File: src/rtl/stage_sequencer_pkg.sv
// Shared types, constants and stage-search helpers for the pipe-stage-2 sequencer.
package stage_seq_pkg;
    localparam int PARA       = 16;
    localparam int NUM_STAGES = 7;

    typedef enum logic [1:0] {
        IDLE  = 2'd0,
        RUN   = 2'd1,
        DRAIN = 2'd2,
        DONE  = 2'd3
    } state_e;

    typedef logic [2:0]                      stage_t;
    typedef logic [PARA-1:0]                 beat_t;
    typedef logic [NUM_STAGES-1:0][PARA-1:0] lens_t;

    localparam stage_t STAGE_FINISHED = 3'd7;

    // Only stage 1 runs the reconfig tile in its alternate mode.
    function automatic logic mode_of(input stage_t stage);
        return (stage == 3'd1) ? 1'b0 : 1'b1;
    endfunction

    // Lowest stage index >= lo holding a nonzero beat count, else STAGE_FINISHED.
    function automatic stage_t first_from(input int lo, input lens_t lens);
        stage_t found;
        found = STAGE_FINISHED;
        for (int i = NUM_STAGES - 1; i >= 0; i--) begin
            found = ((i >= lo) && (lens[i] != {PARA{1'b0}})) ? stage_t'(i) : found;
        end
        return found;
    endfunction

    function automatic stage_t next_stage(input stage_t stage, input lens_t lens);
        return first_from(int'(stage) + 1, lens);
    endfunction

    function automatic logic lens_exceed(input lens_t lens, input beat_t max_beats);
        logic bad;
        bad = 1'b0;
        for (int i = 0; i < NUM_STAGES; i++) begin
            bad = bad | (lens[i] > max_beats);
        end
        return bad;
    endfunction
endpackage

File: src/rtl/stage_sequencer_if.sv
// Operand-read and result-tag handshake between the sequencer and its neighbours.
interface stage_sequencer_if;
    import stage_seq_pkg::*;

    logic   in_valid_i;
    logic   in_ready_o;
    beat_t  rd_addr_o;
    logic   out_valid_o;
    logic   out_ready_i;
    stage_t out_stage_o;
    beat_t  out_beat_o;

    modport master (
        input  in_valid_i,
        input  out_ready_i,
        output in_ready_o,
        output rd_addr_o,
        output out_valid_o,
        output out_stage_o,
        output out_beat_o
    );

    modport slave (
        output in_valid_i,
        output out_ready_i,
        input  in_ready_o,
        input  rd_addr_o,
        input  out_valid_o,
        input  out_stage_o,
        input  out_beat_o
    );
endinterface

File: src/rtl/stage_sequencer_out_reg.sv
// One-entry valid/ready register holding a {stage, beat} result tag.
module stage_out_reg
    import stage_seq_pkg::*;
(
    input  logic   CLK_i,
    input  logic   RST_i,
    input  logic   i_load,
    input  logic   i_ready,
    input  stage_t i_stage,
    input  beat_t  i_beat,
    output logic   o_valid,
    output stage_t o_stage,
    output beat_t  o_beat
);
    logic   r_valid;
    stage_t r_stage;
    beat_t  r_beat;

    // A load wins over a clear so accept-and-refill happens without a bubble.
    always_ff @(posedge CLK_i or posedge RST_i) begin
        if (RST_i) begin
            r_valid <= 1'b0;
            r_stage <= 3'd0;
            r_beat  <= {PARA{1'b0}};
        end else if (i_load) begin
            r_valid <= 1'b1;
            r_stage <= i_stage;
            r_beat  <= i_beat;
        end else if (i_ready) begin
            r_valid <= 1'b0;
        end else begin
            r_valid <= r_valid;
        end
    end

    assign o_valid = r_valid;
    assign o_stage = r_stage;
    assign o_beat  = r_beat;
endmodule

File: src/rtl/stage_sequencer.sv
// Start/done FSM that walks per-stage beat counts for the stage-2 datapath.
module stage_sequencer
    import stage_seq_pkg::*;
#(
    parameter int N             = 4096,
    parameter int PARALLEL_SIZE = 2
) (
    input  logic                  CLK_i,
    input  logic                  RST_i,
    input  logic                  start_i,
    input  lens_t                 stage_len_i,
    stage_sequencer_if.master     bus,
    output logic                  stall_o,
    output stage_t                stage_o,
    output logic                  mode_o,
    output logic                  busy_o,
    output logic                  done_o,
    output logic                  cfg_err_o
);
    localparam beat_t MAX_BEATS = beat_t'(N / PARALLEL_SIZE);
    localparam beat_t ADDR_STEP = beat_t'(PARALLEL_SIZE);

    state_e r_state;
    stage_t r_stage;
    logic   r_mode;
    beat_t  r_beat;
    beat_t  r_addr;
    lens_t  r_lens;
    logic   r_cfg_err;

    logic   w_out_valid;
    logic   w_fire;
    logic   w_last;
    logic   w_cfg_bad;
    beat_t  w_cur_len;
    stage_t w_first;
    stage_t w_next;

    // Fire when an operand is present and the output slot is free or being drained.
    always_comb begin
        w_fire    = 1'b0;
        w_cur_len = {PARA{1'b0}};
        if (r_stage != STAGE_FINISHED) begin
            w_cur_len = r_lens[r_stage];
        end else begin
            w_cur_len = {PARA{1'b0}};
        end
        if (r_state == RUN) begin
            w_fire = bus.in_valid_i && !(w_out_valid && !bus.out_ready_i);
        end else begin
            w_fire = 1'b0;
        end
    end

    assign w_last    = (r_beat == (w_cur_len - beat_t'(1)));
    assign w_cfg_bad = lens_exceed(stage_len_i, MAX_BEATS);
    assign w_first   = first_from(0, stage_len_i);
    assign w_next    = next_stage(r_stage, r_lens);

    // Sequencer FSM: stage walk, beat/address counters and configuration check.
    always_ff @(posedge CLK_i or posedge RST_i) begin
        if (RST_i) begin
            r_state   <= IDLE;
            r_stage   <= STAGE_FINISHED;
            r_mode    <= 1'b1;
            r_beat    <= {PARA{1'b0}};
            r_addr    <= {PARA{1'b0}};
            r_lens    <= '{default: {PARA{1'b0}}};
            r_cfg_err <= 1'b0;
        end else begin
            case (r_state)
                IDLE: begin
                    if (start_i) begin
                        r_lens <= stage_len_i;
                        if (w_cfg_bad) begin
                            r_cfg_err <= 1'b1;
                        end else begin
                            r_cfg_err <= 1'b0;
                            r_beat    <= {PARA{1'b0}};
                            r_addr    <= {PARA{1'b0}};
                            r_stage   <= w_first;
                            r_mode    <= mode_of(w_first);
                            r_state   <= (w_first == STAGE_FINISHED) ? DONE : RUN;
                        end
                    end else begin
                        r_state <= IDLE;
                    end
                end
                RUN: begin
                    if (w_fire && w_last) begin
                        r_beat  <= {PARA{1'b0}};
                        r_addr  <= {PARA{1'b0}};
                        r_stage <= w_next;
                        r_mode  <= mode_of(w_next);
                        r_state <= (w_next == STAGE_FINISHED) ? DRAIN : RUN;
                    end else if (w_fire) begin
                        r_beat <= r_beat + beat_t'(1);
                        r_addr <= r_addr + ADDR_STEP;
                    end else begin
                        r_state <= RUN;
                    end
                end
                DRAIN: begin
                    if (!w_out_valid || bus.out_ready_i) begin
                        r_state <= DONE;
                    end else begin
                        r_state <= DRAIN;
                    end
                end
                DONE: begin
                    r_state <= IDLE;
                end
                default: begin
                    r_state <= IDLE;
                    r_stage <= STAGE_FINISHED;
                    r_mode  <= 1'b1;
                end
            endcase
        end
    end

    stage_out_reg u_out_reg (
        .CLK_i   (CLK_i),
        .RST_i   (RST_i),
        .i_load  (w_fire),
        .i_ready (bus.out_ready_i),
        .i_stage (r_stage),
        .i_beat  (r_beat),
        .o_valid (w_out_valid),
        .o_stage (bus.out_stage_o),
        .o_beat  (bus.out_beat_o)
    );

    assign bus.out_valid_o = w_out_valid;
    assign bus.in_ready_o  = w_fire;
    assign bus.rd_addr_o   = r_addr;
    assign stall_o         = !w_fire;
    assign stage_o         = r_stage;
    assign mode_o          = r_mode;
    assign busy_o          = (r_state != IDLE);
    assign done_o          = (r_state == DONE);
    assign cfg_err_o       = r_cfg_err;
endmodule

File: src/flat_wrapper.sv
// flat-port wrapper written by rule: the top's interface ports become plain ports
module stage_sequencer_flat import stage_seq_pkg::*;
#(
    parameter int N             = 4096,
    parameter int PARALLEL_SIZE = 2
)
  (CLK_i, RST_i, start_i, stage_len_i, stall_o, stage_o, mode_o, busy_o, done_o, cfg_err_o, bus_in_valid_i, bus_out_ready_i, bus_in_ready_o, bus_rd_addr_o, bus_out_valid_o, bus_out_stage_o, bus_out_beat_o);
  stage_sequencer_if bus_i ();
  input  logic CLK_i;
  input  logic RST_i;
  input  logic start_i;
  input  lens_t stage_len_i;
  output logic stall_o;
  output stage_t stage_o;
  output logic mode_o;
  output logic busy_o;
  output logic done_o;
  output logic cfg_err_o;
  input wire logic [$bits(bus_i.in_valid_i)-1:0] bus_in_valid_i;
  input wire logic [$bits(bus_i.out_ready_i)-1:0] bus_out_ready_i;
  output wire logic [$bits(bus_i.in_ready_o)-1:0] bus_in_ready_o;
  output wire logic [$bits(bus_i.rd_addr_o)-1:0] bus_rd_addr_o;
  output wire logic [$bits(bus_i.out_valid_o)-1:0] bus_out_valid_o;
  output wire logic [$bits(bus_i.out_stage_o)-1:0] bus_out_stage_o;
  output wire logic [$bits(bus_i.out_beat_o)-1:0] bus_out_beat_o;
  assign bus_i.in_valid_i = bus_in_valid_i;
  assign bus_i.out_ready_i = bus_out_ready_i;
  assign bus_in_ready_o = bus_i.in_ready_o;
  assign bus_rd_addr_o = bus_i.rd_addr_o;
  assign bus_out_valid_o = bus_i.out_valid_o;
  assign bus_out_stage_o = bus_i.out_stage_o;
  assign bus_out_beat_o = bus_i.out_beat_o;
  stage_sequencer #(.N(N), .PARALLEL_SIZE(PARALLEL_SIZE)) u_core (.CLK_i(CLK_i), .RST_i(RST_i), .start_i(start_i), .stage_len_i(stage_len_i), .bus(bus_i), .stall_o(stall_o), .stage_o(stage_o), .mode_o(mode_o), .busy_o(busy_o), .done_o(done_o), .cfg_err_o(cfg_err_o));
endmodule
File: config.mk
export PLATFORM = sky130hd
export DESIGN_NAME = stage_sequencer_flat
export DESIGN_NICKNAME = d
export VERILOG_FILES = /design/src/rtl/stage_sequencer_pkg.sv /design/src/rtl/stage_sequencer_if.sv /design/src/rtl/stage_sequencer_out_reg.sv /design/src/rtl/stage_sequencer.sv /design/src/flat_wrapper.sv
export SDC_FILE = /design/constraint.sdc
export NUM_CORES = 1
export LEC_CHECK = 0
export CELL_PAD_IN_SITES_DETAIL_PLACEMENT = 1
export CELL_PAD_IN_SITES_GLOBAL_PLACEMENT = 1
export CORE_MARGIN = 2
export CORE_UTILIZATION = 33
export DETAILED_ROUTE_END_ITERATION = 8
export PLACE_DENSITY_LB_ADDON = 0.3
export SETUP_SLACK_MARGIN = 0.4
export SYNTH_ARGS = -nofsm -noshare
export SYNTH_HDL_FRONTEND = slang
export SYNTH_SLANG_ARGS = --single-unit
File: constraint.sdc
create_clock -name CLK_i -period 19.45 [get_ports CLK_i]
set_input_delay 5.835 -clock CLK_i [delete_from_list [all_inputs] [get_ports CLK_i]]
set_output_delay 5.835 -clock CLK_i [all_outputs]
set_load 0.02 [all_outputs]
# Word level (Yosys, flattened, before mapping)

Index checks and enable logic that the tools add are counted.
W data, S select, Z words.

Shifts and indexed selects: 0
Multipliers: 0
$lt $le $gt $ge: 15
Reduce and logical (&&, ||, !) cells: 37
Div/mod/pow operators: 0
Bitwise operators: 6
Multiplexer cells: 47
Eq/ne operators: 15
Add/sub/neg operators: 4

Operator list:

| operator                | number |
|---|---|
| $reduce_bool A16 Y1     | 14 |
| $mux W16                | 8 |
| $gt A16 B12 Y1 const B  | 7 |
| $ge A4 B32 Y1 const A   | 3 |
| $ge A3 B32 Y1 const A   | 2 |
| $pmux W16 S2            | 2 |
| $bmux W16 S3            | 1 |
| $mux W3                 | 15 |
| $ge A1 B32 Y1 const A   | 1 |
| $ge A2 B32 Y1 const A   | 1 |
| $add A16 B1 Y16 const B | 1 |
| $add A16 B2 Y16 const B | 1 |
| $eq A16 B16 Y1          | 1 |
| $sub A16 B1 Y16 const B | 1 |
| $mux W1                 | 12 |
| $mux W2                 | 6 |
| $logic_and A1 B1 Y1     | 10 |
| $ne A3 B3 Y1 const B    | 3 |
| $pmux W2 S4             | 1 |
| $reduce_and A4 Y1       | 2 |
| $eq A3 B1 Y1 const B    | 2 |
| $eq A3 B3 Y1 const B    | 2 |
| $ne A2 B2 Y1 const B    | 3 |
| $or A1 B1 Y1            | 6 |
| other kinds (12)        | 19 |

Bits of input ports: 117
Output and inout bits: 45
Memories kept: 0
Register bits after elaboration: 171
Latch bits: 0
Bits in read-only memories: 0
Logic and storage cells: 140
RAM bits: 0

# Logic depth before layout (Yosys ltp)

Depth in word-level cells: 14
Gate-level depth with buffers: 16
Depth with buffers taken out: 13

# By module

From an unflattened synthesis, not the netlist that was laid out.

Cell total of the unflattened synthesis: 812
Area, all modules: 9355.2 um2

Modules (own cells, without submodules):

| module          | times used | sequential area each (um2) | area each (um2) | cells each |
|---|---|---|---|---|
| stage_sequencer | 1          | 3758.6                     | 8531.9          | 768 |
| stage_out_reg   | 1          | 500.5                      | 823.3           | 44 |

# Worst setup path before layout

No wires, ideal clock.

Kind: input -> output
From: in bus_out_ready_i
To: out bus_in_ready_o
Data required time: 13615 ps
Cell stages on the path: 4
Arrival: 6720 ps
Setup slack: 6895 ps
Path through: nand2b_1 and3_1 clkbuf_1 buf_1

Cells in the longest elaborated chain, start to end: 5

RTL lines:

| element             | line                  | source |
|---|---|---|
| from (decl)         | flat_wrapper.sv:20    | `input wire logic [$bits(bus_i.out_ready_i)-1:0] bus_out_ready_i;` |
| $logic_not A1 Y1    | stage_sequencer.sv:49 | `w_fire = bus.in_valid_i && !(w_out_valid && !bus.out_ready_i);` |
| $logic_and A1 B1 Y1 | stage_sequencer.sv:49 |  |
| $logic_not A1 Y1    | stage_sequencer.sv:49 |  |
| $logic_and A1 B1 Y1 | stage_sequencer.sv:49 |  |
| $mux W1             | stage_sequencer.sv:48 | `if (r_state == RUN) begin` |
| to (decl)           | flat_wrapper.sv:21    | `output wire logic [$bits(bus_i.in_ready_o)-1:0] bus_in_ready_o;` |

Every way passes these cells.

# Final worst setup path

From: in bus_out_ready_i
To: out stall_o

Cells in the longest elaborated chain, start to end: 6

RTL lines:

| element             | line                   | source |
|---|---|---|
| $logic_not A1 Y1    | stage_sequencer.sv:49  |  |
| $logic_and A1 B1 Y1 | stage_sequencer.sv:49  |  |
| $logic_not A1 Y1    | stage_sequencer.sv:49  |  |
| $logic_and A1 B1 Y1 | stage_sequencer.sv:49  |  |
| $mux W1             | stage_sequencer.sv:48  |  |
| $logic_not A1 Y1    | stage_sequencer.sv:137 | `assign stall_o = !w_fire;` |
| to (decl)           | flat_wrapper.sv:13     | `output logic stall_o;` |

Every way passes these cells.

==> metrics.cfg <==
[outcome]
status=completed

[power]
clkPwrFrac=0.211
power_frac_comb=0.425
p_switching_w=0.000695
switching_share=0.404
internal_power_w=0.00102
finalPower_w=0.00172
powerDensity_mw_per_mm2=147
leakage_nw=4.67
seq_power_share=0.364
ir_drop_v=0.0000509

[setup_path]
crit_slowest_cell=clkdlybuf4s50_1
ff2ff_path_depth=15
path_common_cell=clkdlybuf4s50_1
cp_cell_sequence=clkdlybuf4s50_1 > nand2b_1 > and3_1 > buf_4 > inv_1 > clkdlybuf4s50_1
ff2ff_setup_slack_ns=13.80
rr_endpoint=u_core.stage_o[0]
worst-setup-path-type=primary input to output pin
cp_max_fo=23
start_kind=primary input
cp_slowest_stage_delay_ns=0.55
end_kind=output pin
cp.arrival_ns=7.57
crit_required_ns=13.61
r2r-start=u_core.stage_o[0]

[job]
maxCapViolCount=0

[sta]
fin_skew_ns=0.0102
maxSlewHeadroom=0.300
hold_viol=0
maxSlewViolCount=0
tightest_slew_ns=1.05
fin_crit_ns=13.41
fin_crit_sh=0.689
fmax_ghz=0.0746
rsz0062_at_grt=false
setup_viol=0
fin_tns_setup_ns=0

[clock_tree]
htree_levels=4
clk_pin_slew_ns=0.07
clock_latency_ns=0.43
root_buffer=clkbuf_16
tritoncts=built
cts_setup_buffers=0
cts_resized=0
cts_buffers=17
cts_buffer_depth=2
ctsHoldBuffers=0
cts_num_sinks=170

[routing]
detail_route.first_pass.iterations=4
vias=7474
drtIter0Drc=357
post-route-drc-count=0
routedWlPerCell_um=21.0
via_per_inst=5.41
drt_wl_total_mm=29.1
postRouteAntennaNets=0

[logic_synthesis]
synth_fp_nets=971
synth-edff-count=0
synth_top_area_share=0.450
synth_flop_cell=dfrtp_1
yosysTopAreaCell=dfrtp_1
syn_inst=848
ys_ff_latch=170
ys_top_cells_by_area=dfrtp_1 45%, mux2_2 14%, mux2i_1 5.2%
yosysWarnings=0
seq_area_frac_synth=0.461
ys_types=70
synthTopCellsByCount=166 x dfrtp_1, 118 x mux2_2, 60 x nand2_1
syn-cell-area_mm2=0.00923
avgSynthCellArea_um2=10.9
async_reset_ff_frac=1.00
synth_most_common_cell=dfrtp_1

[global_route]
track_usage=0.208
grt_use_met3=0.0255
grtUsageMet1=0.283
grt_busiest_layer=met2
grt_pass1_vias=7966
gr-total-overflow=0
grt_max_degree=92
gr-usage-met2=0.345
grt_pass1_wl_mm=46.1
antenna_found_initial=0

[die]
dieHeight_um=171
pin_count=162
die_x_um=171
start_util=0.334
std_cell_rows=61
die_area_mm2=0.0293
fp.coreArea_mm2=0.0276

[finish]
syn_to_final_growth_pct=27.0
final_cell_area_mm2=0.0117
multi_input_area_mm2=0.00460
nets=1114
fin_util=0.424
antenna_cells=0
fill_cells=3083
drive_gt1_frac=0.182
seq_area_mm2=0.00426

[min_path]
min_path_cells=1
hold_start=u_core.u_out_reg.o_beat[4]
hold-path-endpoint=u_core.u_out_reg.o_beat[4]
hp-class=flip-flop to flip-flop

[place]
portBuffers=160
dpl_cell_area_mm2=0.0111
gp_congestion=0.947
hpwl_mm=22.3

-- per-stage QoR --
step,hold slack [ns],setup slack (ns),cells
global route,0.534,5.93,1382
floorplan,0.495,6.90,848
detailed placement,0.497,6.03,1350
finish,0.509,6.04,1382
CTS,0.512,6.03,1382
global placement,0.491,6.03,1350
-- critical path: cells and delay by family --
family                 cells  cell delay, ns
buffers and inverters      4            1.41
AND/OR/NAND/NOR            2            0.31
-- sequential cells by signal (all words and copies together), names as in the netlist --
signal                    cells
u_core.bus.rd_addr_o         15
u_core.cfg_err_o              1
u_core.mode_o                 1
u_core.r_beat                16
u_core.r_lens               112
u_core.r_state                2
u_core.stage_o                3
u_core.u_out_reg.o_beat      16
u_core.u_out_reg.o_stage      3
u_core.u_out_reg.o_valid      1
-- cell type report --
| class | instances | area share |
|---|---|---|
| flip-flops and latches | 170 | 0.363 |
| repair buffers | 167 | 0.141 |
| well taps | 378 | 0.0404 |
| clock inverters | 14 | 0.0160 |
| clock buffers | 18 | 0.0366 |
| multi-input cells | 606 | 0.393 |
| inverters | 29 | 0.00972 |
-- worst max path at each step --
| stage | startpoint | to | slack, ns | cells after the start |
|---|---|---|---|---|
| 2_1_floorplan | bus_out_ready_i | bus_in_ready_o | 6.90 | 4 |
| 6_report | bus_out_ready_i | stall_o | 6.04 | 6 |
| 4_1_cts | bus_out_ready_i | bus_in_ready_o | 6.03 | 5 |
| 5_1_grt | bus_out_ready_i | stall_o | 5.93 | 6 |
| 3_3_place_gp | bus_out_ready_i | bus_in_ready_o | 6.03 | 5 |
| 3_5_place_dp | bus_out_ready_i | bus_in_ready_o | 6.03 | 5 |
-- logic make-up (layout without fill, tap and decap cells) --
group	Yosys count	in the layout	synth area share
other	1	1	0.000406
multiplexers	166	166	0.196
AND/OR/NAND/NOR	280	280	0.163
adder cells (fa/ha/maj)	6	6	0.00813
XOR/XNOR	41	41	0.0389
AO/OA/AOI/OAI	112	112	0.0910
buffers and inverters	72	228	0.0407
flip-flops	170	170	0.461
-- layer usage --
metal | vias to the layer above | share of wire
li1 | 3442 | -
met1 | 3822 | 0.46
met2 | 172 | 0.49
met3 | 38 | 0.035
met4 | 0 | 0.020
met5 | - | 0
-- placed cells by master (no fill, tap or decap), drive strengths merged, types with 7 or more instances in the layout --
| master | instances |
|---|---|
| mux2i | 48 |
| and3 | 12 |
| xor2 | 20 |
| nor3 | 27 |
| clkbuf | 18 |
| o21ai | 32 |
| or3 | 7 |
| a221oi | 13 |
| nand3 | 26 |
| xnor2 | 21 |
| and2 | 7 |
| clkdlybuf4s50 | 160 |
| a21oi | 9 |
| nand4 | 20 |
| nand2 | 60 |
| o221ai | 12 |
| nor2 | 43 |
| inv | 34 |
| or4 | 9 |
| mux2 | 118 |
| buf | 7 |
| dfrtp | 166 |
| nor4 | 48 |
-- power groups by stage --
stage	Sequential [W]	Clock [W]	Combinational, W
finish	0.000625	0.000363	0.000730
floorplan	0.000593	0	0.000515
detailed placement	0.000631	0	0.000719
global placement	0.000625	0	0.000702
global route	0.000648	0.000385	0.000792
CTS	0.000625	0.000370	0.000724
Power figures use the tool's default switching activity.
